`src/rtl/program_loader.sv`:
```
// Byte-stream loader for the MIPS instruction memory: packs 4 bytes per word, writes words
// to ascending addresses from 0, and keeps the CPU held until the requested count is written.
module program_loader #(
    parameter int unsigned MEMORY_DEPTH  = 64,
    parameter int unsigned ADDR_WIDTH    = 6,
    parameter int unsigned LITTLE_ENDIAN = 0
) (
    input  logic                  clk,
    input  logic                  reset,
    input  logic                  start,
    input  logic [ADDR_WIDTH:0]   word_count,
    input  logic [7:0]            byte_in,
    input  logic                  byte_valid,
    output logic                  byte_ready,
    output logic                  mem_write_enable,
    output logic [ADDR_WIDTH-1:0] mem_address,
    output logic [31:0]           mem_write_data,
    output logic                  cpu_hold,
    output logic                  done,
    output logic                  error
);

    typedef enum logic [1:0] {StIdle, StCollect, StWrite, StDone} state_e;

    localparam logic [ADDR_WIDTH:0]   DepthW  = (ADDR_WIDTH + 1)'(MEMORY_DEPTH);
    localparam logic [ADDR_WIDTH:0]   OneW    = (ADDR_WIDTH + 1)'(1);
    localparam logic [ADDR_WIDTH-1:0] OneIdx  = ADDR_WIDTH'(1);

    state_e                  state_q, state_d;
    logic [ADDR_WIDTH:0]     count_q, count_d;
    logic [ADDR_WIDTH-1:0]   idx_q, idx_d;
    logic [1:0]              byte_cnt_q, byte_cnt_d;
    logic [31:0]             shreg_q, shreg_d;
    logic                    ready_q, ready_d;
    logic                    we_q, we_d;
    logic [ADDR_WIDTH-1:0]   addr_q, addr_d;
    logic [31:0]             data_q, data_d;
    logic                    hold_q, hold_d;
    logic                    done_q, done_d;
    logic                    error_q, error_d;

    always_ff @(posedge clk or negedge reset) begin
        if (!reset) begin
            state_q    <= StIdle;
            count_q    <= '0;
            idx_q      <= '0;
            byte_cnt_q <= '0;
            shreg_q    <= '0;
            ready_q    <= 1'b0;
            we_q       <= 1'b0;
            addr_q     <= '0;
            data_q     <= '0;
            hold_q     <= 1'b1;
            done_q     <= 1'b0;
            error_q    <= 1'b0;
        end else begin
            state_q    <= state_d;
            count_q    <= count_d;
            idx_q      <= idx_d;
            byte_cnt_q <= byte_cnt_d;
            shreg_q    <= shreg_d;
            ready_q    <= ready_d;
            we_q       <= we_d;
            addr_q     <= addr_d;
            data_q     <= data_d;
            hold_q     <= hold_d;
            done_q     <= done_d;
            error_q    <= error_d;
        end
    end

    // Outputs are registered, so each *_d is the value for the cycle spent in state_d.
    always_comb begin
        state_d    = state_q;
        count_d    = count_q;
        idx_d      = idx_q;
        byte_cnt_d = byte_cnt_q;
        shreg_d    = shreg_q;
        ready_d    = 1'b0;
        we_d       = 1'b0;
        addr_d     = addr_q;
        data_d     = data_q;
        hold_d     = hold_q;
        done_d     = done_q;
        error_d    = error_q;

        case (state_q)
            StIdle, StDone: begin
                if (start) begin
                    if (word_count > DepthW) begin
                        error_d = 1'b1;
                    end else if (word_count == '0) begin
                        state_d = StDone;
                        done_d  = 1'b1;
                        error_d = 1'b0;
                        hold_d  = 1'b0;
                    end else begin
                        state_d    = StCollect;
                        count_d    = word_count;
                        idx_d      = '0;
                        byte_cnt_d = '0;
                        done_d     = 1'b0;
                        error_d    = 1'b0;
                        hold_d     = 1'b1;
                        ready_d    = 1'b1;
                    end
                end
            end
            StCollect: begin
                ready_d = 1'b1;
                if (byte_valid && ready_q) begin
                    if (LITTLE_ENDIAN != 0) begin
                        shreg_d = {byte_in, shreg_q[31:8]};
                    end else begin
                        shreg_d = {shreg_q[23:0], byte_in};
                    end
                    byte_cnt_d = byte_cnt_q + 2'd1;
                    if (byte_cnt_q == 2'd3) begin
                        state_d = StWrite;
                        ready_d = 1'b0;
                        we_d    = 1'b1;
                        addr_d  = idx_q;
                        data_d  = shreg_d;
                    end
                end
            end
            StWrite: begin
                if ({1'b0, idx_q} == count_q - OneW) begin
                    state_d = StDone;
                    done_d  = 1'b1;
                    hold_d  = 1'b0;
                end else begin
                    state_d = StCollect;
                    idx_d   = idx_q + OneIdx;
                    ready_d = 1'b1;
                end
            end
            default: state_d = StIdle;
        endcase
    end

    assign byte_ready       = ready_q;
    assign mem_write_enable = we_q;
    assign mem_address      = addr_q;
    assign mem_write_data   = data_q;
    assign cpu_hold         = hold_q;
    assign done             = done_q;
    assign error            = error_q;

endmodule

```
`config.mk`:
```
export PLATFORM = sky130hd
export DESIGN_NAME = program_loader
export DESIGN_NICKNAME = d
export VERILOG_FILES = /design/src/rtl/program_loader.sv
export SDC_FILE = /design/constraint.sdc
export NUM_CORES = 1
export LEC_CHECK = 0
export ABC_AREA = 1
export CORE_ASPECT_RATIO = 1.25
export CORE_MARGIN = 2
export CORE_UTILIZATION = 48
export CTS_BUF_LIST = sky130_fd_sc_hd__clkbuf_16
export DETAILED_ROUTE_END_ITERATION = 8
export PLACE_DENSITY = 0.76
export SYNTH_ARGS = -nofsm -noshare
export SYNTH_HDL_FRONTEND = slang
export SYNTH_SLANG_ARGS = --single-unit
```
`constraint.sdc`:
```
create_clock -name clk -period 1.6 [get_ports clk]
set_input_delay 0.24 -clock clk [delete_from_list [all_inputs] [get_ports clk]]
set_output_delay 0.24 -clock clk [all_outputs]
set_load 0.03 [all_outputs]
```
==> impl_metrics.tcl <==
set metrics [dict create \
    yosysWarnings 0 \
    dr.first_iter.drc_count 250 \
    synth_top_family_by_area "simple AND/OR/NAND/NOR gates" \
    yosys.area_share.simple_pct 24.3 \
    p_int_mw 5.13 \
    start_util_pct 49.8 \
    root_buffer "clkbuf_16" \
    tns_ps -548 \
    grt_max_degree 47 \
    antenna_found_initial 0 \
    status "complete, but fails checks" \
    finalWirelength_um 8490 \
    clock_skew_ps 8.85 \
    synthAdderAreaFrac_pct 2.02 \
    finalCriticalPeriod_ps 1670 \
    synth_xor_area_share_pct 0.236 \
    cts_tree "built" \
    avgSynthCellArea_um2 8.56 \
    violations "negative setup slack" \
    fmax_mhz 598 \
    ant_nets 0 \
    synth.area.top_cells "dfrtp_1 (56%), nand2_1 (15%), o21ai_0 (8.0%)" \
    layoutNonFillerInstCount 614 \
    clock-sinks 84 \
    synth_nets 458 \
    worstSetupEndpointType "flop" \
    power_frac_seq_pct 37.7 \
    fin_crit_sh_pct 105 \
    register_area_um2 2100 \
    yosys.area.top_type "dfrtp_1" \
    die_h_um 102 \
    power_leakage_nw 2.65 \
    ys.flop_type "dfrtp_1" \
    comb_power_share_pct 36.5 \
    synth_cells 433 \
    antenna_cells 0 \
    tightest_slew_ps 519 \
    cp_max_fo 6 \
    synth-compound-area-share_pct 9.99 \
    grt_pass1_wl_um 13900 \
    grt_pass1_vias 2970 \
    grt_usage_pct 21.7 \
    crit_required_ps 1870 \
    synth_area_um2 3710 \
    post_drt_via_cell_ratio 5.02 \
    drive_gt1_share_pct 16.1 \
    multi_input_area_um2 1420 \
    met2_usage_pct 36.9 \
    setup_slack_ps -72.7 \
    nFillCells 628 \
    via_count 3080 \
    dp_hpwl_um 5940 \
    startpoint_type "flop" \
    power_switching_mw 3.13 \
    preCtsSetupSlack_ps -129 \
    hold_path_class "primary input to asynchronous set/reset pin" \
    finish.instance_area_um2 4980 \
    overflow 0 \
    synthMuxAreaShare_pct 0 \
    htree_levels 3 \
    drcViolationCount 0 \
    synth_edf_count 0 \
    io_buffer_count 61 \
    finalSetupViolations 10 \
    worst_hold_slack_ps 413 \
    grt_util_met1_pct 26.8 \
    synthArstFlopShare_pct 100 \
    pwr-share-clk_pct 25.8 \
    die_area_um2 8450 \
    pwr_density_cell_nw_per_um2 1660 \
    syn_to_final_growth_pct 34.2 \
    clock_latency_ps 340 \
    final_util_pct 66.8 \
    p_sw_share_pct 37.9 \
    yosysTopAreaCellShare_pct 56.0 \
    core_area_um2 7440 \
    path_clk_slew_ps 70 \
    drt_pass1_iterations 5 \
    wl_per_cell_um 13.8 \
    placed_area_um2 4600 \
    cts_buffers 9 \
    design_power_total_mw 8.26 \
    nets 542 \
    cap_violations 0 \
    vdd_drop_max_mv 1.31 \
    rows 35 \
    top_usage_layer "met2" \
    die_w_um 82.6 \
    synth-seq-area-share_pct 56.7 \
    ios 62 \
    path_class "flop to flop" \
    ys_types 28 \
    maxSlewHeadroom_pct 65.4 \
    grt_use_met3_pct 4.86 \
    placedCellCount 594 \
    ys_seq_elements 84 \
    drv_slew 0 \
    rsz0062_at_grt "yes" \
    clockBufferDepth 2 \
    worstPathArrival_ps 1940 \
    gp_congestion 0.857 \
    hold_viol_final 0 \
]
==> state kept, by name (all words and copies together) (netlist names), 2 cells and up <==
register        cells
byte_cnt_q          2
mem_address         6
shreg_q            24
count_q             7
mem_write_data     32
idx_q               6
state_q             2
==> cells in the final DEF, fill, tap and decap left out, types with 4 or more instances in the layout <==
master	netlist	layout
a21oi_1	8	8
dfrtp_1	83	82
clkbuf_16	0	9
nand3_1	15	14
inv_2	10	12
clkdlybuf4s50_1	0	18
nor2_1	23	22
o21ai_0	59	59
nand2_2	6	13
buf_4	0	18
ha_1	6	4
nand2_1	147	139
buf_12	0	6
nand4_1	4	4
dlymetal6s2s_1	0	8
inv_1	39	37
dlygate4sd2_1	0	34
==> cell type report <==
| type | instances | area share (%) |
|---|---|---|
| timing repair buffer | 85 | 16.9 |
| multi-input combinational | 286 | 28.5 |
| clock inverter | 7 | 1.61 |
| inverter | 51 | 3.85 |
| sequential | 84 | 42.3 |
| clock buffer | 9 | 4.53 |
| tap | 92 | 2.31 |
==> synth_stat cells, types with 2 or more instances <==
| cell | number |
|---|---|
| clkinv_1 | 2 |
| nor2_4 | 2 |
| nand2_2 | 6 |
| dfrtp_1 | 83 |
| o21ai_0 | 59 |
| buf_2 | 5 |
| o21ai_1 | 2 |
| clkbuf_1 | 6 |
| nor2_1 | 23 |
| nor2_2 | 3 |
| nand4_1 | 4 |
| ha_1 | 6 |
| inv_1 | 39 |
| nor3b_1 | 2 |
| inv_2 | 10 |
| a21oi_1 | 8 |
| nand2_1 | 147 |
| nand3_1 | 15 |
| nand2_4 | 2 |
==> critical path: stages, from the launching register on <==
cell     delay [ps]
dfrtp_1         380
inv_2            90
buf_4           100
buf_4           100
nand2_1          50
nor2_2          100
nand2_1          70
nand2_1          80
nand2_2          70
nor2_4          160
nand3_4         140
nand2_4         140
nand2_1          60
nand2_1          60
==> repair_timing <==
item,CTS,global route
gates resized for setup,41,18
pin swaps,7,10
setup endpoints to repair,44,33
hold buffers,1,0
endpoints found under the hold margin,33,0
setup buffers,1,2
==> routing by layer <==
metal  wire [um]  part of all wire, %
met1        3620                   43
met2        4320                   51
met3         339                  4.0
met4         203                  2.4
met5           0                    0
==> power by group through the flow <==
stage	clock network, mW	registers [mW]	logic [mW]
after floorplan	0	3.46	1.50
after global placement	0	3.13	2.82
after detailed placement	0	3.15	2.91
after CTS	2.15	3.12	2.93
after global routing	2.23	3.19	3.36
final	2.13	3.12	3.01
==> logic make-up after synthesis <==
family	after synthesis
buffers and inverters	63
AO/OA/AOI/OAI	71
XOR/XNOR	1
adder cells (fa/ha/maj)	6
flip-flops	84
AND/OR/NAND/NOR	208
==> path summary, 6_finish.rpt <==
path                                 start           endpoint  slack (ps)  depth (start not counted)
max in group asynchronous            reset  mem_write_data[7]         630                          3
worst max register to register  count_q[1]           idx_q[0]         -70                         13
worst min-delay path                 reset        shreg_q[18]         410                          2
worst max-delay path            count_q[1]           idx_q[0]         -70                         13
worst min register to register    cpu_hold           cpu_hold         470                          2
min in group clk                byte_in[3]  mem_write_data[3]         470                          3
(Power assumes the default switching activity.)
